### config.mk
export PLATFORM = sky130hd
export DESIGN_NAME = uart_tx_flat
export DESIGN_NICKNAME = d
export VERILOG_FILES = /design/src/rtl/uart_pkg.sv /design/src/rtl/uart_tx_if.sv /design/src/rtl/uart_tx_bit_timer.sv /design/src/rtl/uart_tx.sv /design/src/flat_wrapper.sv
export SDC_FILE = /design/constraint.sdc
export NUM_CORES = 1
export LEC_CHECK = 0
export ABC_AREA = 1
export BUFFER_PORTS_ARGS = -buffer_cell sky130_fd_sc_hd__clkbuf_2
export CELL_PAD_IN_SITES_DETAIL_PLACEMENT = 0
export CELL_PAD_IN_SITES_GLOBAL_PLACEMENT = 2
export CORE_MARGIN = 3
export CORE_UTILIZATION = 35
export CTS_CLUSTER_SIZE = 28
export DETAILED_ROUTE_END_ITERATION = 6
export PLACE_DENSITY_LB_ADDON = 0.1
export RECOVER_POWER = 100
export SLEW_MARGIN = 20
export SYNTH_ARGS = -nofsm -noshare
export SYNTH_HDL_FRONTEND = slang
export SYNTH_HIERARCHICAL = 1
export SYNTH_SLANG_ARGS = --single-unit
### constraint.sdc
create_clock -name clk -period 3.03 [get_ports clk]
set_input_delay 0.1515 -clock clk [delete_from_list [all_inputs] [get_ports clk]]
set_output_delay 0.1515 -clock clk [all_outputs]
set_load 0.05 [all_outputs]
### src/rtl/uart_pkg.sv
// Shared UART definitions: transmitter state encoding, line levels and the
// parity rule used by both the transmitter and the receiver.
package uart_pkg;

    typedef enum logic [2:0] {
        IDLE,
        START,
        DATA,
        PARITY,
        STOP
    } uart_tx_state_e;

    localparam logic UART_START_BIT  = 1'b0;
    localparam logic UART_STOP_BIT   = 1'b1;
    localparam logic UART_IDLE_LEVEL = 1'b1;

    // Widest payload the parity helper accepts; narrower data is zero-extended,
    // which leaves the XOR reduction unchanged.
    localparam int UART_MAX_DATA_WIDTH = 16;

    // par_typ = 0: even (XOR of data), par_typ = 1: odd (XNOR of data)
    function automatic logic uart_parity(input logic [UART_MAX_DATA_WIDTH-1:0] data,
                                         input logic par_typ);
        return par_typ ? ~(^data) : (^data);
    endfunction

endpackage

### src/rtl/uart_tx_if.sv
// Parallel-side and line-side signals of the UART transmitter.
// Handshake: the byte is accepted at a rising edge where DATA_VALID=1 and Busy=0;
// requests while Busy=1 are dropped, so the requester holds DATA_VALID until Busy rises.
interface uart_tx_if #(
    parameter int DATA_WIDTH     = 8,
    parameter int PRESCALE_WIDTH = 6
);
    logic [DATA_WIDTH-1:0]     P_DATA;
    logic                      DATA_VALID;
    logic                      PAR_EN;
    logic                      PAR_TYP;
    logic [PRESCALE_WIDTH-1:0] Prescale;
    logic                      TX_OUT;
    logic                      Busy;

    modport master (
        output P_DATA, DATA_VALID, PAR_EN, PAR_TYP, Prescale,
        input  TX_OUT, Busy
    );

    modport slave (
        input  P_DATA, DATA_VALID, PAR_EN, PAR_TYP, Prescale,
        output TX_OUT, Busy
    );
endinterface

### src/rtl/uart_tx_bit_timer.sv
// Loadable down-counter timing one bit period; tick is high while the count is zero.
module uart_tx_bit_timer #(
    parameter int WIDTH = 6
) (
    input  logic             clk,
    input  logic             rst,
    input  logic             load,
    input  logic [WIDTH-1:0] load_value,
    output logic             tick
);
    logic [WIDTH-1:0] count;

    always_ff @(posedge clk or negedge rst) begin
        if (!rst) begin
            count <= '0;
        end else if (load) begin
            count <= load_value;
        end else if (count != '0) begin
            count <= count - 1'b1;
        end
    end

    assign tick = (count == '0);
endmodule

### src/rtl/uart_tx.sv
// UART transmitter: start bit, LSB-first data, optional parity, one stop bit,
// every bit held for Prescale clocks. Outputs come straight from registers.
module uart_tx
    import uart_pkg::*;
#(
    parameter int DATA_WIDTH     = 8,
    parameter int PRESCALE_WIDTH = 6
) (
    input  logic           clk,
    input  logic           rst,
    uart_tx_if.slave       bus,
    output uart_tx_state_e state_dbg
);
    localparam int IDX_W = (DATA_WIDTH > 1) ? $clog2(DATA_WIDTH) : 1;
    localparam logic [IDX_W-1:0] LAST_IDX = IDX_W'(DATA_WIDTH - 1);

    uart_tx_state_e            state;
    logic [DATA_WIDTH-1:0]     data_q;
    logic                      par_en_q;
    logic                      par_typ_q;
    logic [PRESCALE_WIDTH-1:0] prescale_q;
    logic [IDX_W-1:0]          bit_idx;
    logic                      tx_out_q;
    logic                      busy_q;

    logic                      tick;
    logic                      accept;
    logic                      timer_load;
    logic [PRESCALE_WIDTH-1:0] prescale_in;
    logic [PRESCALE_WIDTH-1:0] timer_value;

    // A prescale of 0 would stall the timer, so it is run as 1 clock per bit.
    assign prescale_in = (bus.Prescale == '0) ? PRESCALE_WIDTH'(1) : bus.Prescale;
    assign accept      = (state == IDLE) && bus.DATA_VALID;
    // The stop bit ends in IDLE, where the timer just rests at zero.
    assign timer_load  = accept || ((state != IDLE) && (state != STOP) && tick);
    assign timer_value = accept ? (prescale_in - PRESCALE_WIDTH'(1))
                                : (prescale_q - PRESCALE_WIDTH'(1));

    uart_tx_bit_timer #(
        .WIDTH(PRESCALE_WIDTH)
    ) u_bit_timer (
        .clk        (clk),
        .rst        (rst),
        .load       (timer_load),
        .load_value (timer_value),
        .tick       (tick)
    );

    always_ff @(posedge clk or negedge rst) begin
        if (!rst) begin
            state      <= IDLE;
            data_q     <= '0;
            par_en_q   <= 1'b0;
            par_typ_q  <= 1'b0;
            prescale_q <= '0;
            bit_idx    <= '0;
            tx_out_q   <= UART_IDLE_LEVEL;
            busy_q     <= 1'b0;
        end else begin
            case (state)
                IDLE: begin
                    if (bus.DATA_VALID) begin
                        data_q     <= bus.P_DATA;
                        par_en_q   <= bus.PAR_EN;
                        par_typ_q  <= bus.PAR_TYP;
                        prescale_q <= prescale_in;
                        bit_idx    <= '0;
                        tx_out_q   <= UART_START_BIT;
                        busy_q     <= 1'b1;
                        state      <= START;
                    end
                end
                START: begin
                    if (tick) begin
                        bit_idx  <= '0;
                        tx_out_q <= data_q[0];
                        state    <= DATA;
                    end
                end
                DATA: begin
                    if (tick) begin
                        if (bit_idx == LAST_IDX) begin
                            if (par_en_q) begin
                                tx_out_q <= uart_parity(UART_MAX_DATA_WIDTH'(data_q), par_typ_q);
                                state    <= PARITY;
                            end else begin
                                tx_out_q <= UART_STOP_BIT;
                                state    <= STOP;
                            end
                        end else begin
                            bit_idx  <= bit_idx + 1'b1;
                            tx_out_q <= data_q[bit_idx + 1'b1];
                        end
                    end
                end
                PARITY: begin
                    if (tick) begin
                        tx_out_q <= UART_STOP_BIT;
                        state    <= STOP;
                    end
                end
                STOP: begin
                    if (tick) begin
                        tx_out_q <= UART_IDLE_LEVEL;
                        busy_q   <= 1'b0;
                        state    <= IDLE;
                    end
                end
                default: begin
                    tx_out_q <= UART_IDLE_LEVEL;
                    busy_q   <= 1'b0;
                    state    <= IDLE;
                end
            endcase
        end
    end

    assign bus.TX_OUT = tx_out_q;
    assign bus.Busy   = busy_q;
    assign state_dbg  = state;
endmodule

### src/flat_wrapper.sv
// flat-port wrapper written by rule: the top's interface ports become plain ports
module uart_tx_flat import uart_pkg::*;
#(
    parameter int DATA_WIDTH     = 8,
    parameter int PRESCALE_WIDTH = 6
)
  (clk, rst, state_dbg, bus_P_DATA, bus_DATA_VALID, bus_PAR_EN, bus_PAR_TYP, bus_Prescale, bus_TX_OUT, bus_Busy);
  uart_tx_if #(.DATA_WIDTH(DATA_WIDTH), .PRESCALE_WIDTH(PRESCALE_WIDTH)) bus_i ();
  input  logic clk;
  input  logic rst;
  output uart_tx_state_e state_dbg;
  input wire logic [$bits(bus_i.P_DATA)-1:0] bus_P_DATA;
  input wire logic [$bits(bus_i.DATA_VALID)-1:0] bus_DATA_VALID;
  input wire logic [$bits(bus_i.PAR_EN)-1:0] bus_PAR_EN;
  input wire logic [$bits(bus_i.PAR_TYP)-1:0] bus_PAR_TYP;
  input wire logic [$bits(bus_i.Prescale)-1:0] bus_Prescale;
  output wire logic [$bits(bus_i.TX_OUT)-1:0] bus_TX_OUT;
  output wire logic [$bits(bus_i.Busy)-1:0] bus_Busy;
  assign bus_i.P_DATA = bus_P_DATA;
  assign bus_i.DATA_VALID = bus_DATA_VALID;
  assign bus_i.PAR_EN = bus_PAR_EN;
  assign bus_i.PAR_TYP = bus_PAR_TYP;
  assign bus_i.Prescale = bus_Prescale;
  assign bus_TX_OUT = bus_i.TX_OUT;
  assign bus_Busy = bus_i.Busy;
  uart_tx #(.DATA_WIDTH(DATA_WIDTH), .PRESCALE_WIDTH(PRESCALE_WIDTH)) u_core (.clk(clk), .rst(rst), .bus(bus_i), .state_dbg(state_dbg));
endmodule
======== Word-level counts from Yosys, hierarchy flattened ========
Index checks and enable logic that the tools add are counted.
W data, S select, Z words.
cells by class
  order comparisons ....................... 1
  muxes and demuxes ....................... 29
  equality and inequality tests ........... 14
  shifts and indexed selects .............. 0
  reductions and logical operators ........ 19
  div/mod/pow operators ................... 0
  bitwise logic cells ..................... 2
  multiply operators ...................... 0
  $add $sub $neg .......................... 4
operators by type and width
  kind                   count
  $mux W3                10
  $mux W6                4
  $sub A6 B1 Y6 const B  3
  $reduce_xor A16 Y1     1
  $pmux W3 S5            1
  $logic_not A6 Y1       2
  $ne A2 B1 Y1 const B   6
  $mux W1                10
  $pmux W3 S3            1
  $eq A3 B2 Y1 const B   2
  $eq A3 B3 Y1 const B   2
  $reduce_and A6 Y1      1
  $reduce_bool A3 Y1     2
  $reduce_bool A6 Y1     1
  $reduce_and A5 Y1      1
  $lt A3 B4 Y1 const B   1
  $ne A2 B2 Y1 const B   2
  $pmux W1 S4            1
  $reduce_and A4 Y1      1
  $add A3 B1 Y3 const B  1
  $bmux W1 S3            1
  $eq A3 B1 Y1 const B   1
  $logic_and A1 B1 Y1    3
  $logic_not A3 Y1       1
  9 further kinds        10
word-level totals
  bits of input ports ..................... 19
  memory bits (writable) .................. 0
  register bits ........................... 30
  bits in latches ......................... 0
  word-level logic and storage cells ...... 78
  output and inout port bits .............. 5
  bits in read-only memories .............. 0
  memories kept ........................... 0

======== Logic depth before layout (Yosys ltp) ========
  depth after elaboration ................. 7
  gate-level depth with buffers ........... 15

======== Cells and area by module ========
The synthesis kept the hierarchy.
by module, submodules not included
  module             instances  cells an instance  sequential area each (sq um)  area each (sq um)
  uart_tx            1          197                601.8                         1438.9
  uart_tx_bit_timer  1          55                 150.1                         412.9

======== Least setup slack after synthesis ========
No wires, ideal clock.
  kind .................................... reg2reg
  from .................................... register u_core.state[0] (netlist: u_core/state_dbg[0])
  to ...................................... register u_core.u_bit_timer.count[4]
  setup time .............................. 0.116 ns
  data required time ...................... 2.914 ns
  slack ................................... 0.956 ns
  arrival time ............................ 1.957 ns
  buffers on the path ..................... 0
  clock period less this slack ............ 2.074 ns
  cell stages (with the launch flop) ...... 13
  cell sequence ........................... dfrtp_1 -> inv_2 -> nand2_2 -> nor2_4 -> nand2_4 -> inv_2 -> or2_4 -> o21ai_4 -> ha_1 -> nand3_1 -> xor2_1 -> nand2_1 -> nand2_1
between the ends
  elaborated cells on any way between the ends .. 10
  those cells by class .................... 1 x eq/ne; 2 x mux; 7 x reduce/logical
RTL lines
  element                          RTL line                 source
  start, declared                  uart_tx.sv:17            uart_tx_state_e state;
  start signal, assigned           uart_tx.sv:52            state <= IDLE;
  start signal, assigned           uart_tx.sv:71            state <= START;
  start signal, assigned           uart_tx.sv:78            state <= DATA;
  $logic_not A3 Y1                 uart_tx.sv:34            assign accept = (state == IDLE) && bus.DATA_VALID;
  $logic_and A1 B1 Y1              uart_tx.sv:34
  $mux W6                          uart_tx.sv:37            assign timer_value = accept ? (prescale_in - PRESCALE_WIDTH'(1))
  named net u_core.timer_value[4]  uart_tx.sv:30            logic [PRESCALE_WIDTH-1:0] timer_value;
  $mux W6                          uart_tx_bit_timer.sv:16  end else if (load) begin
  end signal, assigned             uart_tx_bit_timer.sv:17  count <= load_value;
  end signal, assigned             uart_tx_bit_timer.sv:19  count <= count - 1'b1;
  end, declared                    uart_tx_bit_timer.sv:11  logic [WIDTH-1:0] count;
The timed path passes the listed nets, and every way through them passes these cells.
A chain may end at the register's enable or synchronous reset.

======== Worst setup path after layout ========
  from .................................... register u_core.state[0] (netlist: u_core/state_dbg[0])
  to ...................................... register u_core.u_bit_timer.count[1]
Same word-level chain as after synthesis.

==> metrics <==
post-synth cell types=31; ys flop type=dfrtp_1; PwrDens=1070 nW/um^2; core area=4910 sq um; CP Class=reg2reg; worst path buffer plus inverter count=3; Slew @ Worst Pin=1.66 ns; share of the synthesized area in the top cell type=39.2%; DRT antenna net count=0; row cnt=25; Int Pwr=1.15 mW; Final period util=79.4%; fin nets=305; setup TNS=0 ns; Placed Area=2030 sq um; total wire length=3980 um; Die Area=6200 sq um; failing checks=capacitance limit, slew limit; commonest non-fill, non-tap cell in the layout=nand2_1; syn_nets=276; largest cells by area after synthesis=dfrtp_1 39%, nand2_1 16%, inv_1 7.5%; final hold violations=0; worst rel slew slack=-10.7%; slowest CP cell=dfrtp_1; status=finished with violations; gr ovfl total=0; crit path DAT=2.57 ns; number of buffers created by CTS=5; first-pass GRT wire length=6880 um; Placer Congestion=0.763; worst path required time=3.19 ns; Max-Cap Viols=1; most frequent cells in the layout=80 x nand2_1, 39 x inv_1, 30 x o21ai_0; Mapped Cells=252; Clock transition at path regs=0.07 ns; CP startpoint kind=flop; Clock Power Share=13.8%; Initial Utilization=37.7%; Hold Crit Class=in2reg; I/O pin count=24; drt pass-1 iters=4; Yosys warning total=6; PnR Total Power=2.24 mW; via count=1544; Avg Cell Area, Syn=7.35 sq um; cell family with most CP delay=simple AND/OR/NAND/NOR gates; # setup viols final=0; share of cells above drive strength 1=12.8%; clk_lat worst skew=0.28 ns; sequential power share=32.5%; Max Slew Vio Count=31; leakage=1.09 nW; H-tree depth=2; placed insts=340; Yosys top cell by area=dfrtp_1; CP Capture Type=flop; Vias/cell=4.42; # diodes=0; final routed DRC violation total=0; Logic pwr share=53.7%; skew final=0.00484 ns; Max Freq=0.416 GHz; worst path cell trace=inv_1 > nand2_1 > nor2_4 > nand2_4 > inv_1 > or2_0 > o21ai_4 > ha_1 > inv_1 > nand2_1 > o21ai_0 > nand2_1 > o21ai_0; post-route cell area=2080 sq um; die height=78.7 um; Synth Register Bits=30; Hold Slack=0.0660 ns; antenna violations before repair=0; Critical Path Max Stage Delay=0.42 ns; Layout Cells excl Fill=349; WL/cell=11.4 um; Net Switching=1.08 mW; Post-CTS Resized=0; fill count=546; Post-synth EDFFs=0; DR iter-0 viols=54; Layout area overhead=12.4%; Clk Tree Root Cell=clkbuf_8; Crit Path Max Fanout=19; Tot GR Track Use=14.3%; TritonCTS clock tree=done; vias in the first global route=1475; largest net degree at the start of global routing=31; asr flop ratio synth=100%; unrepaired setup endpoints after global routing=false; IO buf count=23; Mapped Area=1850 sq um; Sw Share=48.4%; overall die width=78.7 um; Detailed Place HPWL=3000 um; maximum vdd drop=0.344 mV; Min Clock Period, post-route=2.40 ns; sequential element share of the synthesized area=40.6%; clk sink count=30; clock buffer depth=2
-- registers in the layout, indices dropped and copies added, names as in the netlist --
signal	flops
u_core/state_dbg	3
u_core/prescale_q	6
u_core/bit_idx	3
u_core/par_en_q	1
u_core/data_q	8
u_core/u_bit_timer/count	6
u_core/bus.TX_OUT	1
u_core/bus.Busy	1
u_core/par_typ_q	1
-- logic make-up after synthesis --
kind of cell	after synthesis	synth area share, %
buffers and inverters	44	9.73
adder cells (fa/ha/maj)	5	3.38
AO/OA/AOI/OAI	40	12.6
XOR/XNOR	5	2.37
flip-flops	30	40.6
AND/OR/NAND/NOR	128	31.4
-- area by class of cell --
type                       instances  area, sq um  share of cell area [%]
multi-input combinational        178          887                    42.6
sequential                        30          752                    36.1
inverter                          41          154                    7.39
timing repair buffer              25          125                    6.01
tap                               67         83.8                    4.03
clock buffer                       8         80.1                    3.85
-- cells in the mapped netlist, types with 2 or more instances --
cell type / number
a21oi_1: 6
dfrtp_1: 29
ha_1: 5
inv_1: 37
inv_2: 4
nand2_1: 79
nand2_2: 4
nand3_1: 11
nand3b_1: 2
nor2_1: 18
nor2_2: 2
nor2_4: 3
nor3_1: 2
o21ai_0: 24
o21ai_1: 5
o21ai_2: 2
o21ai_4: 2
xnor2_1: 2
xor2_1: 3
-- metal layers --
metal	vias up	wire length, um	track usage [%]
met5	-	0	0
met1	674	2100	19.6
met3	2	188	4.76
met2	29	1670	21.1
met4	0	22	4.72
li1	839	-	-
-- metrics by stage --
step                      util [%]  setup slack (ns)
final                         42.4             0.626
after global routing          42.4             0.383
after CTS                     43.2             0.903
after detailed placement      41.4             0.926
after global placement        41.4             0.976
after floorplan                  -             0.956
-- worst register-to-register path, cell delays in order (launching register included) --
cell and delay [ns]:
dfrtp_1 0.42, inv_1 0.15, nand2_1 0.11, nor2_4 0.14, nand2_4 0.15, inv_1 0.41, or2_0 0.24, o21ai_4 0.11
ha_1 0.29, inv_1 0.03, nand2_1 0.05, o21ai_0 0.07, nand2_1 0.06, o21ai_0 0.07
-- final timing paths --
| path | start | cells past startpoint | endpoint | slack (ns) |
|---|---|---|---|---|
| worst min register to register | u_core/bit_idx[1] | 2 | u_core/bit_idx[1] | 0.50 |
| max in group asynchronous | rst | 2 | u_core/data_q[5] | 1.23 |
| worst min-delay path | bus_P_DATA[6] | 3 | u_core/data_q[6] | 0.07 |
| worst max-delay path | u_core/state_dbg[0] | 13 | u_core/u_bit_timer/count[1] | 0.63 |
| worst max register to register | u_core/state_dbg[0] | 13 | u_core/u_bit_timer/count[1] | 0.63 |
| min in group asynchronous | rst | 2 | u_core/par_en_q | 0.84 |
-- power by group through the flow --
| stage | Clock (mW) | Sequential (mW) | Combinational [mW] |
|---|---|---|---|
| after CTS | 0.325 | 0.735 | 1.26 |
| after detailed placement | 0 | 0.741 | 1.26 |
| after global routing | 0.344 | 0.759 | 1.38 |
| after floorplan | 0 | 0.804 | 0.933 |
| after global placement | 0 | 0.739 | 1.28 |
| final | 0.309 | 0.728 | 1.20 |
-- timing repair --
| item | in CTS | in global routing |
|---|---|---|
| hold buffers | 1 | 0 |
| buffers inserted | 0 | 0 |
| endpoints found under the hold margin | 29 | 0 |
| endpoints found under the setup margin | 0 | 0 |
No activity file was read; power rests on OpenSTA's default activity.
